===== config.mk =====
export PLATFORM = sky130hd
export DESIGN_NAME = multicycle_control
export DESIGN_NICKNAME = d
export VERILOG_FILES = /design/src/rtl/multicycle_control.sv
export SDC_FILE = /design/constraint.sdc
export NUM_CORES = 1
export LEC_CHECK = 0
export BUFFER_PORTS_ARGS = -buffer_cell sky130_fd_sc_hd__buf_2
export CAP_MARGIN = 20
export CORE_ASPECT_RATIO = 1.1
export CORE_MARGIN = 5
export CORE_UTILIZATION = 40
export CTS_CLUSTER_DIAMETER = 150
export CTS_CLUSTER_SIZE = 14
export DETAILED_ROUTE_END_ITERATION = 10
export PLACE_DENSITY = 0.7
export SLEW_MARGIN = 20
export SYNTH_ARGS = -nofsm -noshare
export SYNTH_HDL_FRONTEND = slang
export SYNTH_SLANG_ARGS = --single-unit

===== constraint.sdc =====
create_clock -name clk -period 1.7 [get_ports clk]
set_input_delay 0.085 -clock clk [delete_from_list [all_inputs] [get_ports clk]]
set_output_delay 0.085 -clock clk [all_outputs]
set_load 0.005 [all_outputs]

===== src/rtl/multicycle_control.sv =====
// ---------------------------------------------------------------------------
// multicycle_control
//
// Control FSM for a multi-cycle load/store processor. One instruction runs
// through FETCH -> DECODE -> {EXEC -> [MEM] -> [WB] | BRANCH | JUMP | TRAP}.
// The datapath control outputs are decoded from the state register and the
// opcode field of the external instruction register. Only ir_write and
// pc_write also look at an input: mem_ready in FETCH and cond_true in BRANCH.
//
// Ports
//   clk          clock
//   rst          synchronous active-high reset
//   opcode       IR[31:26], stable from DECODE until the instruction retires
//   cond_true    branch condition from the ALU
//   mem_ready    memory handshake, honoured only in FETCH and MEM
//   mem_req      memory access request
//   iord         address select (0 = PC, 1 = ALU result)
//   mem_read     read size  (00 none, 01 word, 10 half, 11 byte)
//   mem_write    write size (00 none, 01 byte, 10 half, 11 word)
//   ir_write     IR load strobe
//   pc_write     PC load strobe
//   pc_src       PC source (00 PC+4, 01 branch, 10 jump, 11 rs)
//   reg_write    register file write strobe
//   reg_dst      destination (00 rt, 01 rd, 10 $31)
//   mem_to_reg   write-back source (00 ALU, 01 MDR, 10 PC link)
//   alu_src_b    ALU B operand (00 reg, 01 imm, 10 constant 4)
//   alu_op       ALU operation
//   illegal      sticky trap flag, cleared only by reset
//   state        current state code
//   instr_count  retired-instruction counter (wraps at 16 bits)
// ---------------------------------------------------------------------------
module multicycle_control (
    input  logic        clk,
    input  logic        rst,
    input  logic [5:0]  opcode,
    input  logic        cond_true,
    input  logic        mem_ready,
    output logic        mem_req,
    output logic        iord,
    output logic [1:0]  mem_read,
    output logic [1:0]  mem_write,
    output logic        ir_write,
    output logic        pc_write,
    output logic [1:0]  pc_src,
    output logic        reg_write,
    output logic [1:0]  reg_dst,
    output logic [1:0]  mem_to_reg,
    output logic [1:0]  alu_src_b,
    output logic [5:0]  alu_op,
    output logic        illegal,
    output logic [3:0]  state,
    output logic [15:0] instr_count
);

    typedef enum logic [3:0] {
        S_RESET  = 4'd0,
        S_FETCH  = 4'd1,
        S_DECODE = 4'd2,
        S_EXEC   = 4'd3,
        S_MEM    = 4'd4,
        S_WB     = 4'd5,
        S_BRANCH = 4'd6,
        S_JUMP   = 4'd7,
        S_TRAP   = 4'd8
    } state_t;

    localparam logic [5:0] OP_LH  = 6'b001110;
    localparam logic [5:0] OP_LW  = 6'b001111;
    localparam logic [5:0] OP_LB  = 6'b010100;
    localparam logic [5:0] OP_SB  = 6'b010000;
    localparam logic [5:0] OP_SH  = 6'b010001;
    localparam logic [5:0] OP_SW  = 6'b010010;
    localparam logic [5:0] OP_J   = 6'b010101;
    localparam logic [5:0] OP_JR  = 6'b010110;
    localparam logic [5:0] OP_JAL = 6'b010111;
    localparam logic [5:0] ALU_ADD  = 6'b000110;
    localparam logic [5:0] ALU_FUNC = 6'b111111;

    state_t      state_reg;
    logic        illegal_reg;
    logic [15:0] count_reg;

    // Opcode class decode
    logic is_r, is_imm, is_br, is_load, is_store, is_jmp;

    always_comb begin
        is_r     = 1'b0;
        is_imm   = 1'b0;
        is_br    = 1'b0;
        is_load  = 1'b0;
        is_store = 1'b0;
        is_jmp   = 1'b0;
        case (opcode)
            6'b000000:                                   is_r     = 1'b1;
            6'b000110, 6'b000111, 6'b001000,
            6'b001001, 6'b001101, 6'b010011:             is_imm   = 1'b1;
            6'b001010, 6'b001011, 6'b001100:             is_br    = 1'b1;
            OP_LH, OP_LW, OP_LB:                         is_load  = 1'b1;
            OP_SB, OP_SH, OP_SW:                         is_store = 1'b1;
            OP_J, OP_JR, OP_JAL:                         is_jmp   = 1'b1;
            default: ;
        endcase
    end

    // State, trap flag and retire counter
    always_ff @(posedge clk) begin
        if (rst) begin
            state_reg   <= S_RESET;
            illegal_reg <= 1'b0;
            count_reg   <= 16'h0000;
        end else begin
            case (state_reg)
                S_RESET:  state_reg <= S_FETCH;
                S_FETCH:  if (mem_ready) state_reg <= S_DECODE;
                S_DECODE: begin
                    if (is_br)
                        state_reg <= S_BRANCH;
                    else if (is_jmp)
                        state_reg <= S_JUMP;
                    else if (is_r || is_imm || is_load || is_store)
                        state_reg <= S_EXEC;
                    else begin
                        state_reg   <= S_TRAP;
                        illegal_reg <= 1'b1;
                    end
                end
                S_EXEC:   state_reg <= (is_load || is_store) ? S_MEM : S_WB;
                S_MEM: begin
                    if (mem_ready) begin
                        if (is_load)
                            state_reg <= S_WB;
                        else begin
                            // A store retires on its accepted memory cycle
                            state_reg <= S_FETCH;
                            count_reg <= count_reg + 16'd1;
                        end
                    end
                end
                S_WB, S_BRANCH, S_JUMP: begin
                    state_reg <= S_FETCH;
                    count_reg <= count_reg + 16'd1;
                end
                S_TRAP:   state_reg <= S_TRAP;
                default:  state_reg <= S_RESET;
            endcase
        end
    end

    // Control decode from the state register and opcode
    always_comb begin
        mem_req    = 1'b0;
        iord       = 1'b0;
        mem_read   = 2'b00;
        mem_write  = 2'b00;
        ir_write   = 1'b0;
        pc_write   = 1'b0;
        pc_src     = 2'b00;
        reg_write  = 1'b0;
        reg_dst    = 2'b00;
        mem_to_reg = 2'b00;
        alu_src_b  = 2'b00;
        alu_op     = 6'b000000;
        case (state_reg)
            S_FETCH: begin
                mem_req   = 1'b1;
                mem_read  = 2'b01;
                alu_src_b = 2'b10;
                alu_op    = ALU_ADD;
                // IR and PC load only on the accepting cycle
                ir_write  = mem_ready;
                pc_write  = mem_ready;
            end
            S_EXEC: begin
                if (is_r) begin
                    alu_op    = ALU_FUNC;
                    alu_src_b = 2'b00;
                end else begin
                    alu_op    = opcode;
                    alu_src_b = 2'b01;
                end
            end
            S_MEM: begin
                mem_req = 1'b1;
                iord    = 1'b1;
                case (opcode)
                    OP_LW:   mem_read  = 2'b01;
                    OP_LH:   mem_read  = 2'b10;
                    OP_LB:   mem_read  = 2'b11;
                    OP_SB:   mem_write = 2'b01;
                    OP_SH:   mem_write = 2'b10;
                    OP_SW:   mem_write = 2'b11;
                    default: ;
                endcase
            end
            S_WB: begin
                if (is_r) begin
                    reg_write = 1'b1;
                    reg_dst   = 2'b01;
                end else if (is_imm) begin
                    reg_write = 1'b1;
                end else if (is_load) begin
                    reg_write  = 1'b1;
                    mem_to_reg = 2'b01;
                end
            end
            S_BRANCH: begin
                alu_op    = opcode;
                alu_src_b = 2'b00;
                pc_src    = 2'b01;
                pc_write  = cond_true;
            end
            S_JUMP: begin
                pc_write = 1'b1;
                pc_src   = (opcode == OP_JR) ? 2'b11 : 2'b10;
                if (opcode == OP_JAL) begin
                    reg_write  = 1'b1;
                    reg_dst    = 2'b10;
                    mem_to_reg = 2'b10;
                end
            end
            default: ;
        endcase
    end

    assign illegal     = illegal_reg;
    assign state       = state_reg;
    assign instr_count = count_reg;

endmodule

## Word level (Yosys, flattened, before mapping)

Cells that the tools add are included.

| word-level totals | value |
|---|---|
| bits in registers | 21 |
| input bits | 10 |
| output and inout port bits | 44 |
| logic and storage cells | 97 |

| operators by class | value |
|---|---|
| add/sub/neg operators | 1 |
| equal/unequal tests | 29 |
| multiplexer cells | 43 |
| bitwise operators | 3 |
| reductions and logical operators | 18 |

Operators with widths:

| cell | number |
|---|---|
| $eq A6 B4 Y1 const B | 8 |
| $eq A6 B5 Y1 const B | 8 |
| $mux W16 | 2 |
| $pmux W16 S2 | 1 |
| $pmux W4 S6 | 1 |
| $mux W1 | 20 |
| $mux W4 | 5 |
| $pmux W2 S2 | 5 |
| $pmux W6 S3 | 1 |
| $add A16 B1 Y16 const B | 1 |
| $eq A4 B3 Y1 const B | 4 |
| $reduce_or A3 Y1 | 5 |
| $eq A6 B3 Y1 const B | 2 |
| $pmux W2 S3 | 2 |
| $eq A4 B2 Y1 const B | 2 |
| $logic_not A6 Y1 | 1 |
| $mux W6 | 1 |
| $ne A2 B2 Y1 const B | 3 |
| $reduce_or A6 Y1 | 1 |
| $eq A4 B1 Y1 const B | 1 |
| $eq A4 B4 Y1 const B | 1 |
| $logic_not A4 Y1 | 1 |
| $logic_or A1 B1 Y1 | 4 |
| $mux W2 | 2 |
| 10 further kinds | 12 |

## Longest topological paths before layout

Gate-level depths: netlist of the first run.

| depth | value |
|---|---|
| depth after elaboration | 10 |
| mapped depth | 7 |
| gate-level depth less buffers | 5 |

## Worst setup path after synthesis of the first run

OpenSTA, ideal clock, no wires.

| path | value |
|---|---|
| path kind | reg2reg |
| start | register state_reg[0], in the netlist state[0] |
| end | register count_reg[13], in the netlist instr_count[13] |
| library setup time | 128 ps |
| data arrival time | 1714 ps |
| required time | 1572 ps |
| setup slack | -142 ps |
| cell stages (with the launch flop) | 8 |
| clock period less this slack | 1842 ps |
| cell sequence | dfxtp_1 -> buf_2 -> or4b_4 -> a211oi_4 -> buf_6 -> nor4_1 -> xnor2_1 -> nor2_1 |

| on the way | value |
|---|---|
| longest elaborated chain between the ends | 4 |
| elaborated cells on any way between the ends | 10 |
| those cells by class | eq/ne: 6; mux: 1; reduce/logical: 3 |

RTL lines:

| item | line | text |
|---|---|---|
| start: declaration | 79 | `state_t state_reg;` |
| start signal: assignment | 127 | `S_EXEC: state_reg <= (is_load \|\| is_store) ? S_MEM : S_WB;` |
| $eq A4 B3 Y1 | 112 | `case (state_reg)` |
| $reduce_or A3 Y1 | 112 |  |
| $reduce_bool A2 Y1 (no line) | n/a |  |
| $reduce_and A3 Y1 (no line) | n/a |  |
| end signal: assignment | 135 | `count_reg <= count_reg + 16'd1;` |
| end signal: assignment | 141 | `count_reg <= count_reg + 16'd1;` |
| end: declaration | 81 | `logic [15:0] count_reg;` |

Several ways; a longest one is shown, not always the timed one.
A chain may end at the register's enable or synchronous reset.

## Worst setup path after layout of the first run

| path | value |
|---|---|
| start | register state_reg[0], in the netlist state[0] |
| end | output port mem_write[0] |

| on the way | value |
|---|---|
| longest elaborated chain between the ends | 2 |

RTL lines:

| item | line | text |
|---|---|---|
| $eq A4 B3 Y1 | 163 | `case (state_reg)` |
| $mux W2 | 163 |  |
| end: declaration | 41 | `output logic [1:0] mem_write,` |

No other way between the ends.

==> impl_metrics.yaml, run 1 <==
route:
  post_drt_wl_per_cell_um: 13.6
  drcViolationCount: 0
  final_antenna_net_count: 0
  firstDrtPassIters: 4
  routed_wirelength_um: 4440
  post_drt_via_cell_ratio: 5.36
  vias: 1752
  drt_iter0_drc: 146
cells_and_area:
  area_growth_pct: 42.7
  num_antenna_cells: 0
  nFillCells: 338
  largest_reg_flops: 16
  drive_above_1_share_pct: 41.9
  nets: 289
logic_synthesis:
  ys_top_cells_by_count: "29 x nor2_1, 21 x dfxtp_1, 16 x xnor2_1, 12 x nand2_1, 12 x nor3_1"
  synth_warnings: 0
  seq_area_frac_synth_pct: 27.0
  synth_top_area_share_pct: 27.0
  synthFlopType: "dfxtp_1"
  mappedNetlistArea_mm2: 0.00156
  syn-num-nets: 215
  synth_enable_flop_cells: 0
  yosysTopAreaCell: "dfxtp_1"
  synth_area_leaders: "dfxtp_1 27%, xnor2_1 9.0%, nor2_1 7.0%"
  ys_types: 52
  ys_ff_latch: 21
  synth_cells: 204
  synth_most_common_cell: "nor2_1"
  synthArstFlopShare_pct: 0
  synth_area_per_cell_um2: 7.64
clock_network:
  cts-root-buf: "clkbuf_8"
  worst_skew_pair.late_latency_ps: 260
  cts_tree: "yes"
  cts_hold_buf: 0
  clockBufferDepth: 2
  ctsHtreeMaxLevel: 1
  cts_buffers: 3
  clock_sinks: 21
  cts.reportedPaths.clkPinSlew_ps: 70
sta:
  hold_violations: 0
  finalSetupTns_ps: -2220
  clock-skew-final_ps: 4.26
  finalCriticalPeriod_ps: 1960
  worst_pin_slew_ps: 374
  period_share_pct: 115
  setup_viol_count_final: 20
  max-slew-margin-rel_pct: 74.8
  setup_ws_ps: -256
  fmax_mhz: 511
  rsz0062_at_grt: "true"
  drv_slew: 0
grt:
  grt_pass1_wl_um: 7390
  grt_usage_pct: 16.8
  grt_overflow: 0
  grt_max_degree: 23
  grt_pass1_vias: 1617
  antenna_found_initial: 0
worst_setup_path:
  path_max_fanout: 3
  crit_slowest_cell: "or4b_4"
  cp-end-kind: "primary output"
  max_stage_delay_ps: 540
  cp_cell_sequence: "or4b_4, buf_6, or3_4, nor3_4, buf_2"
  worstSetupPathType: "flip-flop to primary output"
  cp_data_arrival_time_ps: 1870
  setup.worst_path.start_class: "flip-flop"
  cp_data_required_time_ps: 1620
die:
  die_h_um: 75.5
  dieArea_mm2: 0.00524
  die_x_um: 69.5
  rows: 23
  io_pins: 54
  initial_core_util_pct: 42.0
  core_mm2: 0.00371
pwr:
  p_leak_nw: 0.942
  irDropWorstVdd_mv: 0.904
  cellPowerDensity_mw_per_mm2: 765
  total_power_w: 0.00170
placement:
  port_buffers: 53
  hpwl_um: 3130
  gp_congestion: 0.909
flow_run:
  drv_cap: 0
run_status:
  status: "finished, violations left"
  violations: "negative setup slack"
hold_path:
  hold_path.class: "input port to flip-flop"
## critical path: cells and delay by family, from the launching register on
family                 cells  cell delay, ps
AND/OR/NAND/NOR            3            1020
buffers and inverters      2             270
flip-flops                 1             320
## layer usage
metal  share of wire (%)  global-route usage (%)  vias up
met5                   0                       0        -
met4                0.18                    1.95        0
met3                 7.4                    4.35        2
met2                  47                    28.9       68
met1                  46                    22.0      802
li1                    -                       -      880
## report_power, final
part           switching (W)  internal [W]  total [W]  leakage, nW
clock               0.000151      0.000167   0.000317       0.0228
combinational       0.000416      0.000430   0.000846        0.749
sequential         0.0000161      0.000521   0.000537        0.170
total               0.000582       0.00112    0.00170        0.942
## what timing repair did
item / in CTS / in global routing
hold endpoints to repair: 0 / 0
gates resized for setup: 16 / 15
setup endpoints to repair: 17 / 30
pin swaps: 6 / 5
setup buffers: 8 / 2
## area by class of cell
| class | instances | area [um2] | area share, % |
|---|---|---|---|
| clock buffers | 4 | 45.0 | 2.03 |
| inverters | 5 | 18.8 | 0.845 |
| multi-input cells | 164 | 1160 | 52.0 |
| flip-flops and latches | 21 | 422 | 19.0 |
| well taps | 50 | 62.6 | 2.82 |
| repair buffers | 83 | 518 | 23.3 |
## layout by cell type (no fill, tap or decap), types with 3 or more instances in the layout
| cell type | n |
|---|---|
| buf_2 | 53 |
| nor2_1 | 28 |
| buf_4 | 25 |
| dfxtp_1 | 20 |
| xnor2_1 | 15 |
| nand2_1 | 12 |
| a21oi_1 | 10 |
| nor3_1 | 8 |
| nand3_1 | 7 |
| nand3b_1 | 6 |
| nand2b_1 | 6 |
| inv_1 | 5 |
| nor4_1 | 4 |
| o21a_1 | 4 |
| nand4_1 | 4 |
| buf_6 | 4 |
| o21ai_1 | 3 |
| clkbuf_8 | 3 |
## path summary, 6_finish.rpt
check	startpoint	endpoint	slack, ps	depth (start not counted)
min	mem_ready	state[0]	170	4
max reg2reg	state[0]	instr_count[1]	-170	7
max	state[0]	mem_write[0]	-260	5
min reg2reg	illegal	illegal	500	2
## per-stage QoR
| step | instances | hold WS (ps) | setup WS, ps | utilization, % | cell area [um2] |
|---|---|---|---|---|---|
| 2_1_floorplan | 204 | 275 | -64.2 | - | 1570 |
| 3_3_place_gp | 315 | 450 | -40.9 | 53.7 | 1990 |
| 3_5_place_dp | 315 | 464 | -72.1 | 53.7 | 1990 |
| 4_1_cts | 327 | 196 | -266 | 58.2 | 2160 |
| 5_1_grt | 327 | 236 | -299 | 59.9 | 2220 |
| 6_report | 327 | 171 | -256 | 59.9 | 2220 |
## logic make-up after synthesis
family,synth area share (%)
fa+ha+maj,0.803
simple gates,38.2
flops,27.0
buf+inv,6.18
compound gates,17.6
xor+xnor,9.56
mux,0.643
Power figures use the tool's default switching activity.
==> run 2: changes to the inputs <==
--- a/config.mk
+++ b/config.mk
@@ -14,5 +14,6 @@
 export CTS_CLUSTER_SIZE = 14
 export DETAILED_ROUTE_END_ITERATION = 10
-export PLACE_DENSITY = 0.7
+export MAX_ROUTING_LAYER = met4
+export PLACE_DENSITY = 0.69
 export SLEW_MARGIN = 20
 export SYNTH_ARGS = -nofsm -noshare
==> constraint.sdc (replaced) <==
create_clock -name clk -period 1.7 [get_ports clk]
set_input_delay 0.425 -clock clk [delete_from_list [all_inputs] [get_ports clk]]
set_output_delay 0.425 -clock clk [all_outputs]
set_load 0.005 [all_outputs]
==> run 2 against run 1 <==
The flow still finishes with violations (negative setup slack). Flip-flop and latch count unchanged. Count of clock-buffer cells in the layout is 1 lower. Clock skew is 0.81 ps higher. Worst setup slack got worse by 180 ps. Clock power up 3%. Sequential share of layout area shrank 1.8 points. Via count up 5.4%. Wire length grew 15%. Final area up 11%. Final cell count up 5.8%. Sequential power barely moved. Combinational power down 2%. Critical path type unchanged. Largest cell class unchanged. Highest routed layer unchanged.
==> impl_metrics.yaml, run 2 (synthesis results as in run 1) <==
grt:
  antenna_found_initial: 0
  grt_pass1_vias: 1751
  grt_max_degree: 22
  grt_overflow: 0
  grt_usage_pct: 20.3
  grt_pass1_wl_um: 8440
worst_setup_path:
  cp_data_required_time_ps: 1270
  cp_data_arrival_time_ps: 1710
  crit_buf_inv: 1
  path_max_fanout: 3
  cp_cell_sequence: "or4b_4, or3_4, nor3_2, buf_2"
  setup.worst_path.start_class: "flip-flop"
  worstSetupPathType: "flip-flop to primary output"
  crit_slowest_cell: "or4b_4"
  cp-end-kind: "primary output"
  cp_top_family: "simple AND/OR/NAND/NOR gates"
  max_stage_delay_ps: 560
run_status:
  status: "finished, violations left"
  violations: "negative setup slack"
route:
  routed_wirelength_um: 5090
  post_drt_wl_per_cell_um: 14.7
  post_drt_via_cell_ratio: 5.34
  vias: 1847
  final_antenna_net_count: 0
  firstDrtPassIters: 5
  drcViolationCount: 0
  drt_iter0_drc: 150
sta:
  worst_pin_slew_ps: 373
  period_share_pct: 126
  fmax_mhz: 468
  setup_viol_count_final: 38
  finalCriticalPeriod_ps: 2140
  clock-skew-final_ps: 5.07
  finalSetupTns_ps: -8630
  drv_slew: 0
  setup_ws_ps: -438
  max-slew-margin-rel_pct: 75.1
  hold_violations: 0
  rsz0062_at_grt: "true"
cells_and_area:
  final_common_cell: "buf_2"
  mostFrequentLayoutCells: "51 x buf_2, 42 x buf_4, 26 x nor2_1"
  largest_reg_flops: 16
  nets: 308
  utilization_pct: 66.2
  fin_area_mm2: 0.00246
  num_antenna_cells: 0
  drive_above_1_share_pct: 48.0
  area_growth_pct: 57.8
clock_network:
  clock_sinks: 21
  cts_hold_buf: 0
  cts.reportedPaths.clkPinSlew_ps: 70
  cts_tree: "yes"
  ctsHtreeMaxLevel: 1
  cts_buffers: 3
  cts-root-buf: "clkbuf_8"
  clockBufferDepth: 2
  worst_skew_pair.late_latency_ps: 260
die:
  rows: 23
  io_pins: 54
  core_mm2: 0.00371
  die_h_um: 75.5
  dieArea_mm2: 0.00524
  initial_core_util_pct: 42.0
  die_x_um: 69.5
pwr:
  switching_share_pct: 36.8
  cellPowerDensity_mw_per_mm2: 689
  p_clk_share_pct: 19.4
  power.net_switching_w: 0.000623
  cellInternalPower_w: 0.00107
  irDropWorstVdd_mv: 0.750
  seqPwrFrac_pct: 31.7
  p_leak_nw: 1.06
  pwr-share-comb_pct: 48.9
placement:
  port_buffers: 53
  hpwl_um: 3440
  dpl_cell_area_mm2: 0.00220
  gp_congestion: 0.931
hold_path:
  hold_path.class: "flip-flop to flip-flop"
flow_run:
  drv_cap: 0
[run 2: changes by cell type in the layout (fill, tap and decap cells not counted), sizes merged]
cell,before,now
clkbuf,4,3
buf,83,102
clkinv,0,1
[run 2: worst paths after layout]
| path | start | endpoint | slack [ps] | cells after the start |
|---|---|---|---|---|
| worst max-delay path | state[0] | mem_write[0] | -440 | 4 |
| worst min-delay path | illegal | illegal | 480 | 2 |
| worst min register to register | illegal | illegal | 480 | 2 |
| worst max register to register | state[0] | instr_count[5] | -230 | 8 |
[run 2: power by group through the flow]
stage	clock network [W]	registers, W	logic, W
3_5_place_dp	0	0.000546	0.000736
3_3_place_gp	0	0.000546	0.000729
4_1_cts	0.000333	0.000536	0.000785
2_1_floorplan	0	0.000557	0.000441
6_report	0.000328	0.000538	0.000828
5_1_grt	0.000356	0.000541	0.000910
[run 2: metal layers]
metal	vias up	wire length (um)	GRT usage (%)
met2	50	2430	34.9
met3	8	250	4.09
met5	-	0	-
met1	871	2310	24.9
li1	918	-	-
met4	0	101	4.99
[run 2: what timing repair did]
item	CTS	global route
pin swaps	9	2
gates cloned	1	0
setup endpoints to repair	37	42
setup buffers	7	0
resized for setup	21	11
[run 2: stage by stage]
step	total power [W]	setup slack [ps]	cells	hold slack (ps)
final	0.00169	-438	346	477
after detailed placement	0.00128	-347	334	463
after global routing	0.00181	-505	346	529
after global placement	0.00127	-316	334	449
after CTS	0.00165	-492	346	483
after floorplan	0.000998	-230	204	460
[run 2: layout make-up]
type	count	area [um2]
Timing Repair Buffer	102	701
Sequential cell	21	423
Tap cell	50	62.6
Clock buffer	3	41.3
Clock inverter	1	5.00
Inverter	5	18.8
Multi-Input combinational cell	164	1210
Fill cell	307	1250
[run 2: worst register-to-register path: stages, from the launching register on]
cell and delay [ps]:
dfxtp_2 320, or4b_4 560, buf_4 170, a211oi_4 240, buf_6 160, buf_16 120, nor4b_1 60, xnor2_1 150
nor2_1 50
